==> src/rtl/wb_src_select_pipe.sv <==
// Selects one of N_IN sources per accepted beat and presents it through a 2-entry skid buffer.
// Latency: an accepted beat appears on out_data one cycle later unless the buffer is stalled.
// Backpressure: in_ready comes from state registers only (low when both entries are held); out_ready never reaches in_ready combinationally.
module wb_src_select_pipe #(
    parameter int               WIDTH       = 8,
    parameter int               N_IN        = 3,
    parameter logic [WIDTH-1:0] ILLEGAL_VAL = '0,
    localparam int              SEL_W       = (N_IN > 1) ? $clog2(N_IN) : 1
) (
    input  logic                    Clk,
    input  logic                    Reset_n,
    input  logic [N_IN*WIDTH-1:0]   in_data,
    input  logic [SEL_W-1:0]        sel,
    input  logic                    in_valid,
    output logic                    in_ready,
    output logic [WIDTH-1:0]        out_data,
    output logic                    out_valid,
    input  logic                    out_ready,
    input  logic                    flush,
    input  logic                    err_clr,
    output logic                    sel_err,
    output logic [7:0]              err_count
);

    // EMPTY: nothing held; HALF: out register valid; FULL: out and skid both valid.
    typedef enum logic [1:0] {
        ST_EMPTY = 2'd0,
        ST_HALF  = 2'd1,
        ST_FULL  = 2'd2
    } state_t;

    state_t             r_state;
    state_t             w_state_nxt;
    logic [WIDTH-1:0]   r_out;
    logic [WIDTH-1:0]   r_skid;
    logic               r_sel_err;
    logic [7:0]         r_err_count;

    logic [WIDTH-1:0]   w_mux;
    logic               w_legal;
    logic               w_accept;
    logic               w_illegal;
    logic               w_out_ld;
    logic               w_out_from_skid;
    logic               w_skid_ld;
    logic [7:0]         w_cnt_inc;

    // Handshake status is a pure function of the state register.
    assign in_ready  = (r_state != ST_FULL);
    assign out_valid = (r_state != ST_EMPTY);
    assign out_data  = r_out;
    assign sel_err   = r_sel_err;
    assign err_count = r_err_count;

    assign w_accept  = in_valid & in_ready;
    assign w_illegal = w_accept & ~w_legal;
    assign w_cnt_inc = (r_err_count == 8'hFF) ? 8'hFF : (r_err_count + 8'd1);

    // Source mux: only codes below N_IN select a source, anything else yields ILLEGAL_VAL.
    always_comb begin
        w_mux   = ILLEGAL_VAL;
        w_legal = 1'b0;
        for (int i = 0; i < N_IN; i++) begin
            if (sel == SEL_W'(i)) begin
                w_mux   = in_data[i*WIDTH +: WIDTH];
                w_legal = 1'b1;
            end
        end
    end

    // Next-state and buffer load controls; the skid entry always drains before newer beats.
    always_comb begin
        w_state_nxt     = r_state;
        w_out_ld        = 1'b0;
        w_out_from_skid = 1'b0;
        w_skid_ld       = 1'b0;
        case (r_state)
            ST_EMPTY: begin
                if (w_accept) begin
                    w_state_nxt = ST_HALF;
                    w_out_ld    = 1'b1;
                end
            end
            ST_HALF: begin
                if (w_accept && out_ready) begin
                    w_out_ld    = 1'b1;
                end else if (w_accept) begin
                    w_state_nxt = ST_FULL;
                    w_skid_ld   = 1'b1;
                end else if (out_ready) begin
                    w_state_nxt = ST_EMPTY;
                end
            end
            ST_FULL: begin
                if (out_ready) begin
                    w_state_nxt     = ST_HALF;
                    w_out_ld        = 1'b1;
                    w_out_from_skid = 1'b1;
                end
            end
            default: begin
                w_state_nxt = ST_EMPTY;
            end
        endcase
        // Flush wins over everything: any beat held or accepted this cycle is dropped.
        if (flush) begin
            w_state_nxt = ST_EMPTY;
        end
    end

    // State register.
    always_ff @(posedge Clk or negedge Reset_n) begin
        if (!Reset_n) begin
            r_state <= ST_EMPTY;
        end else begin
            r_state <= w_state_nxt;
        end
    end

    // Data registers; contents are left in place on dequeue and only qualified by out_valid.
    always_ff @(posedge Clk or negedge Reset_n) begin
        if (!Reset_n) begin
            r_out  <= '0;
            r_skid <= '0;
        end else begin
            if (w_out_ld) begin
                r_out <= w_out_from_skid ? r_skid : w_mux;
            end
            if (w_skid_ld) begin
                r_skid <= w_mux;
            end
        end
    end

    // Illegal-select bookkeeping; a clear coinciding with an illegal beat keeps that beat counted.
    always_ff @(posedge Clk or negedge Reset_n) begin
        if (!Reset_n) begin
            r_sel_err   <= 1'b0;
            r_err_count <= 8'd0;
        end else if (err_clr) begin
            r_sel_err   <= w_illegal;
            r_err_count <= w_illegal ? 8'd1 : 8'd0;
        end else if (w_illegal) begin
            r_sel_err   <= 1'b1;
            r_err_count <= w_cnt_inc;
        end
    end

endmodule

==> config.mk <==
export PLATFORM = sky130hd
export DESIGN_NAME = wb_src_select_pipe
export DESIGN_NICKNAME = d
export VERILOG_FILES = /design/src/rtl/wb_src_select_pipe.sv
export SDC_FILE = /design/constraint.sdc
export NUM_CORES = 1
export LEC_CHECK = 0
export ABC_AREA = 1
export CAP_MARGIN = 5
export CORE_ASPECT_RATIO = 1.1
export CORE_MARGIN = 4
export CORE_UTILIZATION = 46
export CTS_BUF_LIST = sky130_fd_sc_hd__clkbuf_16
export DETAILED_ROUTE_END_ITERATION = 8
export PLACE_DENSITY = 0.82
export SLEW_MARGIN = 20
export SYNTH_ARGS = -nofsm -noshare
export SYNTH_HDL_FRONTEND = slang
export SYNTH_SLANG_ARGS = --single-unit
==> constraint.sdc <==
create_clock -name Clk -period 1.8 [get_ports Clk]
set_clock_uncertainty 0.1 [all_clocks]
set_input_delay 0.18 -clock Clk [delete_from_list [all_inputs] [get_ports Clk]]
set_output_delay 0.18 -clock Clk [all_outputs]
set_load 0.03 [all_outputs]
== After elaboration in Yosys (flattened, before gate mapping) ==
Index checks and enable logic that the tools add are counted.

* Register bits after elaboration: 27
* Latch bits: 0
* Memory bits (writable): 0
* ROM bits: 0
* Input bits: 32
* Output and inout port bits: 19
* Logic and storage cells: 52
* Memories kept: 0

* Add/sub/neg operators: 1
* Multiply operators: 0
* Divide/modulo/power cells: 0
* Magnitude comparators: 0
* Equality and inequality tests: 10
* Shift operators: 0
* Muxes and demuxes: 27
* Bitwise logic cells: 3
* Reduce and logical (&&, ||, !) cells: 6

{| class="wikitable"
|+ Operator list
! cell !! count
|-
| 2-to-1 mux 8 bit || 7
|-
| 2-to-1 mux 1 bit || 12
|-
| 2-to-1 mux 2 bit || 6
|-
| != test 3 bit (second input constant) || 3
|-
| adder 8 x 1 -> 8 bit (second input constant) || 1
|-
| == test 8 bit (second input constant) || 1
|-
| one-hot mux 2 bit (3 select lines) || 1
|-
| == test 2 x 1 -> 1 bit (second input constant) || 2
|-
| == test 2 bit (second input constant) || 2
|-
| zero test 2 bit || 2
|-
| != test 4 bit (second input constant) || 1
|-
| AND reduction 4 bit || 1
|-
| nonzero test 2 bit || 2
|-
| one-hot mux 1 bit (3 select lines) || 1
|-
| AND 1 bit || 2
|-
| != test 2 bit (second input constant) || 1
|-
| logical AND 1 bit || 1
|-
| inverter 1 bit || 1
|}

== Logic depth before layout (Yosys ltp) ==
Gate-level depths: netlist (run 1).

* Depth after elaboration: 8
* Gate-level depth with buffers: 8
* Mapped depth without buffers: 8

== Worst setup path before layout (run 1) ==
OpenSTA, ideal clock, no wires.

* Path type: register to register
* From: reg r_err_count[1] (netlist: err_count[1])
* To: reg r_err_count[3] (netlist: err_count[3])
* Setup time: 66 ps
* Arrival: 1294 ps
* Required time: 1634 ps
* Slack: 340 ps
* Stages on the path, launching flop included: 8
* Path buffers: 0
* Period minus slack after synthesis: 1460 ps
* Path through: dfrtp_1 -> ha_1 -> nand2_1 -> inv_1 -> nand3_2 -> o21ai_0 -> nand2_1 -> nand2_1

* Longest elaborated chain between the ends: 4
* Elaborated cells between the ends (all ways): 5
* Those cells by class: add/sub (1); eq/ne (1); mux (3)

{| class="wikitable"
|+ Ends and longest elaborated chain
! item !! RTL line !! RTL
|-
| start, declared || 37 || <nowiki>logic [7:0] r_err_count;</nowiki>
|-
| start signal, assigned || 142 || <nowiki>r_err_count <= w_illegal ? 8'd1 : 8'd0;</nowiki>
|-
| start signal, assigned || 145 || <nowiki>r_err_count <= w_cnt_inc;</nowiki>
|-
| adder 8 x 1 -> 8 bit or == test 8 bit (tied branches) || 57 || <nowiki>assign w_cnt_inc = (r_err_count == 8'hFF) ? 8'hFF : (r_err_count + 8'd1);</nowiki>
|-
| 2-to-1 mux 8 bit * || 57 ||
|-
| 2-to-1 mux 8 bit * || 143 || <nowiki>end else if (w_illegal) begin</nowiki>
|-
| 2-to-1 mux 8 bit * || 140 || <nowiki>end else if (err_clr) begin</nowiki>
|}

Mark *: on every way between the ends. The rest lies on a longest branch, timed or not. The select of a mux whose other input is x is not followed.
A chain may end at the register's enable or synchronous reset.

== Final worst setup path (run 1) ==
* From: reg r_err_count[5] (netlist: err_count[5])
* To: out err_count[5]

{| class="wikitable"
|+ RTL lines
! item !! RTL line !! RTL
|-
| end, declared || 22 || <nowiki>output logic [7:0] err_count</nowiki>
|}

No word-level cell between the ends.

==> results of run 1 <==
[sequential cells by signal (all words and copies together), names as in the netlist]
register,flops
err_count,8
out_data,8
r_skid,8
r_state,2
sel_err,1
[cells by family after synthesis]
| family | share of synthesized area (%) |
|---|---|
| flip-flops | 41.73 |
| AND/OR/NAND/NOR | 45.90 |
| AO/OA/AOI/OAI | 4.482 |
| buffers and inverters | 7.110 |
| adder cells (fa/ha/maj) | 0.7727 |
[layer usage]
layer | vias up | GRT usage [%] | part of all wire (%)
met4 | 0 | 9.155 | 2.1
li1 | 850 | - | -
met3 | 10 | 3.537 | 5.6
met5 | - | 0 | 0
met2 | 56 | 31.42 | 47
met1 | 731 | 25.03 | 45
[repair_timing]
action / 4_1_cts / 5_1_grt
gates resized for setup: 2 / 0
endpoints found under the setup margin: 2 / 0
setup buffers: 0 / 0
hold endpoints to repair: 0 / 0
[layout by cell type (no fill, tap or decap)]
cell and n:
nand2_4 2, buf_4 2, nor2_2 1, dfrtp_1 27, o21ai_2 2, o21ai_0 10, nand3_2 1, dlygate4sd2_1 2
nor2_8 1, nor2_4 3, clkinvlp_4 1, inv_1 23, ha_1 1, o21ai_1 1, inv_2 3, clkdlybuf4s50_1 48
and2_1 1, nor2_1 8, nand3_1 29, inv_4 1, nand2_1 108, clkbuf_16 3, nand3b_1 1, nand4_1 9
[layout make-up]
type                    count  area, sq um
clock buffers               3        75.07
clock inverters             1        7.507
fillers                   318         1095
inverters                  27        103.9
multi-input cells         178        828.3
flip-flops and latches     27        675.6
well taps                  48        60.06
repair buffers             52        513.0
[power groups by stage]
stage | clock, mW | combinational (mW) | sequential, mW
6_report | 0.510 | 0.492 | 0.779
5_1_grt | 0.553 | 0.546 | 0.789
4_1_cts | 0.527 | 0.495 | 0.776
3_5_place_dp | 0 | 0.498 | 0.783
3_3_place_gp | 0 | 0.490 | 0.782
2_1_floorplan | 0 | 0.202 | 0.845
[per-stage QoR]
step / power (mW) / setup slack [ps] / cells / util, %
3_5_place_dp: 1.281 / 61.38 / 332 / 65.01
4_1_cts: 1.798 / 110.1 / 336 / 67.40
5_1_grt: 1.888 / 60.35 / 336 / 67.40
6_report: 1.780 / 118.3 / 336 / 67.40
3_3_place_gp: 1.272 / 90.85 / 332 / 65.01
2_1_floorplan: 1.048 / 340.3 / 233 / -
[how the worst max path moves through the flow]
stage | endpoint | startpoint | depth (start not counted) | slack [ps]
2_1_floorplan | err_count[3]$_DFFE_PN0P_ | err_count[1]$_DFFE_PN0P_ | 7 | 340
3_3_place_gp | out_data[6]$_DFFE_PN0P_ | sel[1] | 6 | 90
3_5_place_dp | out_data[6]$_DFFE_PN0P_ | sel[1] | 7 | 60
4_1_cts | err_count[5] | err_count[5]$_DFFE_PN0P_ | 1 | 110
5_1_grt | err_count[5] | err_count[5]$_DFFE_PN0P_ | 1 | 60
6_report | err_count[5] | err_count[5]$_DFFE_PN0P_ | 1 | 120
==> results.tsv, run 1 <==
stage	metric	value	unit
timing	RSZ-0062 raised after global routing	false	
floorplanning	I/O pin count	51	
critical_path	R2R cell count	7	
timing	ratio of final minimum period to clock period	93.43	%
critical_path	critical path class	flop to output port	
floorplanning	CORE AREA	3358	sq um
timing	Achievable Freq	0.5946	GHz
hold_path	worst hold path type	input pin to async pin	
critical_path	Reg-to-Reg End	out_data[0]$_DFFE_PN0P_	
drt	DRC violations left	0	
yosys	syn avg cell area	6.949	sq um
final_layout	final instance area	2263	sq um
yosys	ys flop type	dfrtp_1	
pwr	Clock Power Share	28.6	%
floorplanning	Initial Util	48.21	%
global_route	initial antenna violation count	0	
yosys	post-synth top area cell	dfrtp_1	
critical_path	CP arrival	1400	ps
critical_path	R2R Setup Slk	320	ps
drt	initial drt markers	134	
clocking	clock sinks	27	
clocking	Root Buffer	clkbuf_16	
floorplanning	die area	4534	sq um
drt	vias	1647	
pwr	Reg power frac	43.7	%
floorplanning	Die X-Extent	64.57	um
placement	DP HPWL	3.047	mm
clocking	clk slew on worst S/H paths	70	ps
pwr	Net Sw Frac	31.40	%
timing	Slew headroom	62.11	%
yosys	post-synthesis instance total	233	
critical_path	Max FO, Critical Path	6	
placement	routability cong.	0.8553	
global_route	largest net degree at the start of global routing	28	
clocking	CTS H-tree lvls	1	
outcome	status	completed	
final_layout	share of layout cells above drive strength 1	6.944	%
global_route	wire length of the first global-routing pass	6.982	mm
clocking	clock tree buffer depth	2	
pwr	internal power consumption	1.221	mW
floorplanning	chip height	70.22	um
placement	dpl cell area	2183	sq um
critical_path	worst-path cell chain	clkdlybuf4s50_1	
timing	Hold Fails Final Rpt	0	
clocking	CTS tree	done	
timing	Min Hold Slack	192.1	ps
critical_path	delay-heaviest family, CP	buffers and inverters	
clocking	Skew-Pair Late Insertion Delay	260	ps
drt	Detailed Routing Iterations Pass 1	4	
final_layout	Total Nets Final	322	
yosys	Cell Area, Synth	1619	sq um
yosys	Yosys top cell area share	41.73	%
critical_path	Critical Path Max Stage Delay	700	ps
timing	Worst Tran Pin Value	566.2	ps
yosys	largest cells by area after synthesis	dfrtp_1, nand2_1, nand3_1	
critical_path	kind of end point of the critical path	output port	
global_route	Total GRT Usage	19.48	%
yosys	EDFF count, synth	0	
timing	post-route setup TNS	0	ps
pwr	Comb power frac	27.6	%
global_route	Congestion Overflow GR	0	
critical_path	CP bufs+invs	1	
placement	Port Buffers	50	
yosys	syn nets	266	
run	max-cap viol count	0	
pwr	Switch Pwr	0.5591	mW
yosys	YS warnings	0	
clocking	CTS Buf Count	3	
drt	drt wl/cell	11.84	um
final_layout	number of diodes	0	
critical_path	FF-to-FF Start	r_state[0]$_DFFE_PN0P_	
pwr	PD cells	786.5	nW/um^2
timing	setup violators final	0	
critical_path	CP max-delay cell	clkdlybuf4s50_1	
timing	Period minus WS final	1682	ps
yosys	top-count cell post-synth	nand2_1	
drt	antenna viol nets, final	0	
yosys	#FFs+latches synth	27	
drt	final wirelength	3.977	mm
global_route	vias in the first global route	1586	
drt	vias per inst	4.902	
yosys	sequential cell area fraction in the yosys report	41.73	%
floorplanning	Cell Rows	22	
timing	Final Max Tran Viols	0	
pwr	maximum VDD drop	398.6	uV
final_layout	area delta synth->final	39.80	%
pwr	Lkg Pwr	1.175	nW
critical_path	required time of the worst setup path	1520	ps
yosys	top cell types by occurrence after synthesis	nand2_1, nand3_1, dfrtp_1	
clocking	cts hold-fix bufs	0	
yosys	Netlist cell types	20	
critical_path	crit path launch type	flop	
yosys	asr flop ratio synth	100.0	%
No activity file was read; power rests on OpenSTA's default activity.
==> inputs of run 2 (changes only) <==
--- a/config.mk
+++ b/config.mk
@@ -8,11 +8,11 @@
 export ABC_AREA = 1
 export CAP_MARGIN = 5
 export CORE_ASPECT_RATIO = 1.1
-export CORE_MARGIN = 4
+export CORE_MARGIN = 3
 export CORE_UTILIZATION = 46
 export CTS_BUF_LIST = sky130_fd_sc_hd__clkbuf_16
 export DETAILED_ROUTE_END_ITERATION = 8
-export PLACE_DENSITY = 0.82
+export PLACE_DENSITY = 0.79
 export SLEW_MARGIN = 20
 export SYNTH_ARGS = -nofsm -noshare
 export SYNTH_HDL_FRONTEND = slang
==> run 2 against run 1 <==
  * Routed wire length is 1.2% higher
  * Fmax is 0.31% lower
  * First-iteration DRC count is 19% lower
  * Worst hold slack better by 3.3 ps
  * Non-clock buffer count is 1 higher
  * Clock power increased by 2%
  * Total power increased by 0.79%
==> results.tsv, run 2 (synthesis gave the netlist of run 1 again) <==
stage	metric	value	unit
critical_path	Critical Path Max Stage Delay	700	ps
timing	ratio of final minimum period to clock period	93.72	%
drt	antenna viol nets, final	0	
clocking	clock tree buffer depth	2	
clocking	CTS Buf Count	3	
floorplanning	chip height	68.22	um
critical_path	kind of end point of the critical path	output port	
placement	cell count after placement	331	
floorplanning	Cell Rows	21	
critical_path	Max FO, Critical Path	5	
timing	Worst Tran Pin Value	593.2	ps
drt	vias per inst	4.979	
floorplanning	CORE AREA	3206	sq um
clocking	Skew-Pair Late Insertion Delay	260	ps
timing	post-route setup TNS	0	ps
clocking	cts hold-fix bufs	0	
final_layout	non-filler instance count after layout	335	
placement	routability cong.	0.8318	
placement	Port Buffers	50	
global_route	Total GRT Usage	20.61	%
global_route	Congestion Overflow GR	0	
clocking	clock sinks	27	
critical_path	required time of the worst setup path	1520	ps
critical_path	CP bufs+invs	1	
clocking	CTS tree	done	
floorplanning	I/O pin count	51	
critical_path	CP max-delay cell	clkdlybuf4s50_1	
pwr	PD cells	789.7	nW/um^2
final_layout	number of diodes	0	
final_layout	Total Nets Final	323	
clocking	Root Buffer	clkbuf_16	
placement	DP HPWL	2.948	mm
global_route	initial antenna violation count	0	
clocking	clk slew on worst S/H paths	70	ps
placement	dpl cell area	2188	sq um
timing	Slew headroom	60.31	%
timing	Achievable Freq	0.5928	GHz
timing	setup violators final	0	
outcome	status	completed	
critical_path	crit path launch type	flop	
drt	initial drt markers	108	
pwr	maximum VDD drop	410.2	uV
drt	final wirelength	4.026	mm
timing	Final Max Tran Viols	0	
run	max-cap viol count	0	
final_layout	commonest cells after routing, fill and taps aside	nand2_1, clkdlybuf4s50_1, nand3_1, dfrtp_1, inv_1	
critical_path	delay-heaviest family, CP	buffers and inverters	
final_layout	area delta synth->final	40.34	%
pwr	Clock Power Share	29.1	%
drt	Detailed Routing Iterations Pass 1	4	
critical_path	CP arrival	1410	ps
timing	Period minus WS final	1687	ps
floorplanning	Die X-Extent	62.57	um
pwr	Comb power frac	27.8	%
pwr	internal power consumption	1.224	mW
pwr	Reg power frac	43.1	%
hold_path	worst hold path type	input pin to async pin	
final_layout	commonest non-fill, non-tap cell in the layout	nand2_1	
global_route	largest net degree at the start of global routing	28	
drt	DRC violations left	0	
final_layout	share of layout cells above drive strength 1	7.266	%
critical_path	worst-path cell chain	clkdlybuf4s50_1	
global_route	vias in the first global route	1623	
final_layout	final instance area	2272	sq um
floorplanning	Initial Util	50.51	%
pwr	Net Sw Frac	31.79	%
timing	Hold Fails Final Rpt	0	
drt	drt wl/cell	12.02	um
global_route	wire length of the first global-routing pass	6.927	mm
critical_path	critical path class	flop to output port	
drt	vias	1668	
floorplanning	die area	4268	sq um
pwr	Lkg Pwr	1.183	nW
clocking	Setup Fix Bufs, Post-CTS	0	
timing	RSZ-0062 raised after global routing	false	
pwr	Switch Pwr	0.5704	mW
clocking	CTS H-tree lvls	1	
run 2: changes by cell type in the layout (fill, tap and decap cells not counted), sizes merged:
cell,before,now
buf,2,3
dlygate4sd2,2,1
dlymetal6s2s,0,1
run 2: metal layers:
metal  vias to the layer above  GRT usage, %  routed length (um)
met5                         -             0                   0
met4                         0         10.19                  52
met3                         4         3.777                 241
met2                        56         36.09                1928
met1                       756         24.82                1804
li1                        852             -                   -
run 2: what timing repair did:
item,4_1_cts,5_1_grt
endpoints found under the setup margin,1,1
hold endpoints to repair,0,0
gates resized for setup,1,1
run 2: metrics by stage:
step	utilization (%)	power, mW	hold slack, ps	worst slack [ps]
6_report	70.88	1.794	195.4	113.0
5_1_grt	70.88	1.887	223.5	48.40
4_1_cts	70.80	1.801	208.9	7.302
3_5_place_dp	68.27	1.282	360.8	31.15
3_3_place_gp	68.27	1.274	357.4	74.94
2_1_floorplan	-	1.048	-215.6	340.3
run 2: final cells by class:
class,count,area (sq um)
sequential,27,675.6
fill,281,933.4
multi-input combinational,178,828.3
clock buffer,3,75.07
timing repair buffer,53,524.3
clock inverter,1,7.507
inverter,27,103.9
tap,46,57.56
run 2: power groups by stage:
stage / Clock, mW / Sequential [mW] / Combinational (mW)
floorplan: 0 / 0.845 / 0.202
global placement: 0 / 0.780 / 0.494
detailed placement: 0 / 0.779 / 0.503
CTS: 0.526 / 0.772 / 0.504
global route: 0.551 / 0.784 / 0.552
finish: 0.522 / 0.774 / 0.499
run 2: worst register-to-register path, cell delays in order (launching register included):
cell,delay (ps)
dfrtp_1,460
nor2_4,140
buf_4,150
nand2_4,140
nand2_4,170
inv_2,110
nand2_1,80
nand2_1,60
run 2: final timing paths:
path | slack (ps) | end | cells past startpoint | start
max | 110 | err_count[7] | 1 | err_count[7]$_DFFE_PN0P_
min | 200 | err_count[1]$_DFFE_PN0P_ | 2 | Reset_n
max reg2reg | 290 | out_data[5]$_DFFE_PN0P_ | 7 | r_state[0]$_DFFE_PN0P_
min reg2reg | 380 | r_skid[1]$_DFFE_PN0P_ | 2 | r_skid[1]$_DFFE_PN0P_
max in group asynchronous | 1150 | r_state[0]$_DFFE_PN0P_ | 2 | Reset_n
min in group Clk | 380 | r_skid[1]$_DFFE_PN0P_ | 2 | r_skid[1]$_DFFE_PN0P_
==> inputs of run 3 (changes only) <==
--- a/config.mk
+++ b/config.mk
@@ -5,11 +5,10 @@
 export SDC_FILE = /design/constraint.sdc
 export NUM_CORES = 1
 export LEC_CHECK = 0
-export ABC_AREA = 1
 export CAP_MARGIN = 5
 export CORE_ASPECT_RATIO = 1.1
 export CORE_MARGIN = 3
-export CORE_UTILIZATION = 46
+export CORE_UTILIZATION = 45
 export CTS_BUF_LIST = sky130_fd_sc_hd__clkbuf_16
 export DETAILED_ROUTE_END_ITERATION = 8
 export PLACE_DENSITY = 0.79
==> run 3 against run 2 <==
  * Largest cell class unchanged
  * Core utilization shrank 2.4 points
  * Cell count shrank 27%
  * Total power down 5.1%
  * Routed wire length up 0.67%
  * Register-to-register slack got worse by 130 ps
  * Clock power is 3% lower
  * Worst setup slack worse by 35 ps
  * Die area down 2.5%
  * First-iteration DRC count shrank 24%
  * Flip-flop and latch count unchanged
  * Critical endpoint is now err_count[3]
  * Highest routed layer unchanged
  * Combinational power fell by 10%
  * Critical path type unchanged
==> results.tsv, run 3 <==
stage	metric	value	unit
timing	post-route setup TNS	0	ps
global_route	initial antenna violation count	0	
critical_path	R2R cell count	4	
clocking	CTS tree	done	
yosys	Adder-Cell Fraction of Synth Area	0.8123	%
final_layout	# fillers	265	
critical_path	critical path class	flop to output port	
floorplanning	I/O pin count	51	
placement	cell count after placement	240	
placement	routability cong.	0.8335	
yosys	main combinational cell family by area after synthesis	compound AO/OA/AOI/OAI gates	
timing	Slew headroom	55.83	%
yosys	post-synth top area cell	dfrtp_1	
yosys	Netlist cell types	40	
critical_path	Max FO, Critical Path	8	
critical_path	kind of end point of the critical path	output port	
yosys	post-synthesis mux area share	5.199	%
drt	final wirelength	4.053	mm
yosys	sequential cell area fraction in the yosys report	43.87	%
yosys	top cell types by occurrence after synthesis	dfrtp_1, nor2_1, a21oi_1	
critical_path	required time of the worst setup path	1520	ps
final_layout	final instance area	2160	sq um
timing	Worst Tran Pin Value	659.6	ps
yosys	post-synthesis instance total	158	
yosys	YS warnings	0	
yosys	Yosys top cell area share	43.87	%
drt	vias	1445	
global_route	Total GRT Usage	21.36	%
critical_path	CP bufs+invs	1	
yosys	Cell Area, Synth	1540	sq um
clocking	Root Buffer	clkbuf_16	
critical_path	worst-path cell chain	clkdlybuf4s50_1	
final_layout	commonest non-fill, non-tap cell in the layout	clkdlybuf4s50_1	
critical_path	CP max-delay cell	clkdlybuf4s50_1	
final_layout	number of diodes	0	
critical_path	FF-to-FF Start	r_state[1]$_DFFE_PN0P_	
placement	DP HPWL	2.907	mm
timing	slack of the critical path	78.29	ps
timing	RSZ-0062 raised after global routing	false	
timing	Period minus WS final	1722	ps
drt	DRC violations left	0	
yosys	#FFs+latches synth	27	
critical_path	R2R Setup Slk	160	ps
yosys	ys flop type	dfrtp_1	
global_route	largest net degree at the start of global routing	28	
yosys	asr flop ratio synth	100.0	%
pwr	PD cells	788.8	nW/um^2
clocking	CTS H-tree lvls	1	
hold_path	worst hold path type	input pin to async pin	
timing	Achievable Freq	0.5808	GHz
drt	antenna viol nets, final	0	
global_route	wire length of the first global-routing pass	6.706	mm
clocking	Skew-Pair Late Insertion Delay	260	ps
critical_path	CP arrival	1440	ps
final_layout	commonest cells after routing, fill and taps aside	clkdlybuf4s50_1, dfrtp_1, nor2_1, a21oi_1	
final_layout	area delta synth->final	40.21	%
critical_path	end point of the critical path	err_count[3]	
drt	drt wl/cell	16.61	um
floorplanning	CORE AREA	3153	sq um
yosys	xor/xnor share of the synthesized area	0	%
critical_path	number of cells on the critical path	1	
timing	Hold Fails Final Rpt	0	
global_route	vias in the first global route	1501	
final_layout	share of layout cells above drive strength 1	11.43	%
final_layout	Total Nets Final	244	
yosys	syn nets	191	
floorplanning	Cell Rows	21	
run	max-cap viol count	0	
pwr	Lkg Pwr	0.8646	nW
critical_path	crit path launch type	flop	
drt	Detailed Routing Iterations Pass 1	4	
floorplanning	chip height	67.36	um
yosys	EDFF count, synth	0	
yosys	Compound-Gate Fraction of Synth Area	24.70	%
critical_path	delay-heaviest family, CP	buffers and inverters	
timing	ratio of final minimum period to clock period	95.65	%
pwr	maximum VDD drop	392.1	uV
critical_path	Setup crit start	err_count[3]$_DFFE_PN0P_	
yosys	Post-Synth Simple-Gate Area	20.96	%
timing	Final Max Tran Viols	0	
floorplanning	Die X-Extent	61.78	um
floorplanning	die area	4162	sq um
clocking	clock sinks	27	
global_route	Congestion Overflow GR	0	
floorplanning	Initial Util	48.85	%
critical_path	Reg-to-Reg End	out_data[5]$_DFFE_PN0P_	
final_layout	Multi-input gate area	798.3	sq um
drt	initial drt markers	82	
placement	Port Buffers	50	
placement	DP Worst Slack	-323.1	ps
clocking	CTS Buf Count	3	
timing	setup violators final	0	
outcome	status	completed	
final_layout	non-filler instance count after layout	244	
clocking	clk slew on worst S/H paths	70	ps
placement	dpl cell area	2079	sq um
yosys	largest cells by area after synthesis	dfrtp_1, a21oi_1, nor2_1	
clocking	clock tree buffer depth	2	
yosys	top-count cell post-synth	dfrtp_1	
drt	vias per inst	5.922	
critical_path	Critical Path Max Stage Delay	710	ps
yosys	syn avg cell area	9.748	sq um
final_layout	storage element area	675.6	sq um
## run 3: worst min-delay path by stage
stage                             from                       end  slack (ps)  depth (start not counted)
6_report                       Reset_n  err_count[0]$_DFFE_PN0P_         200                          2
5_1_grt                        Reset_n  err_count[5]$_DFFE_PN0P_         230                          2
2_1_floorplan                  Reset_n  err_count[0]$_DFFE_PN0P_        -220                          0
3_3_place_gp   out_data[0]$_DFFE_PN0P_   out_data[0]$_DFFE_PN0P_         380                          1
3_5_place_dp   out_data[0]$_DFFE_PN0P_   out_data[0]$_DFFE_PN0P_         380                          1
4_1_cts                        Reset_n  err_count[3]$_DFFE_PN0P_         210                          2
## run 3: metrics by stage
stage                     total power [mW]  util, %  hold slack (ps)
after detailed placement             1.207    65.95            375.9
final                                1.703    68.49            198.1
after global placement               1.190    65.95            378.0
after CTS                            1.715    68.49            212.5
after floorplan                     0.9937        -           -215.6
after global routing                 1.782    68.49            228.2
## run 3: area by class of cell
class,count,share of cell area [%]
multi-input combinational,121,36.96
inverter,2,0.3476
clock buffer,3,3.476
clock inverter,1,0.2317
sequential,27,31.29
tap,34,1.970
timing repair buffer,56,25.72
## run 3: cells by family (layout without fill, tap and decap cells)
group,after synthesis,count (layout)
compound gates,57,57
fa+ha+maj,1,1
buf+inv,10,62
flops,27,27
mux,8,8
simple gates,55,55
## run 3: routing by layer
| metal | vias up | GRT usage, % | part of all wire, % |
|---|---|---|---|
| met5 | - | 0 | 0 |
| met4 | 0 | 8.753 | 2.1 |
| met3 | 8 | 3.250 | 4.7 |
| met2 | 52 | 38.87 | 53 |
| met1 | 696 | 24.19 | 40 |
| li1 | 689 | - | - |
## run 3: report_power, final
part	internal [mW]	leakage, nW	total [mW]	switching [mW]
combinational	0.217	0.481	0.448	0.231
clock	0.300	0.0409	0.504	0.204
sequential	0.695	0.343	0.752	0.0570
## run 3: repair_timing
action                     CTS  global route
setup buffers                0             0
setup endpoints to repair   11             0
gates resized for setup      3             0
hold buffers                 0             0
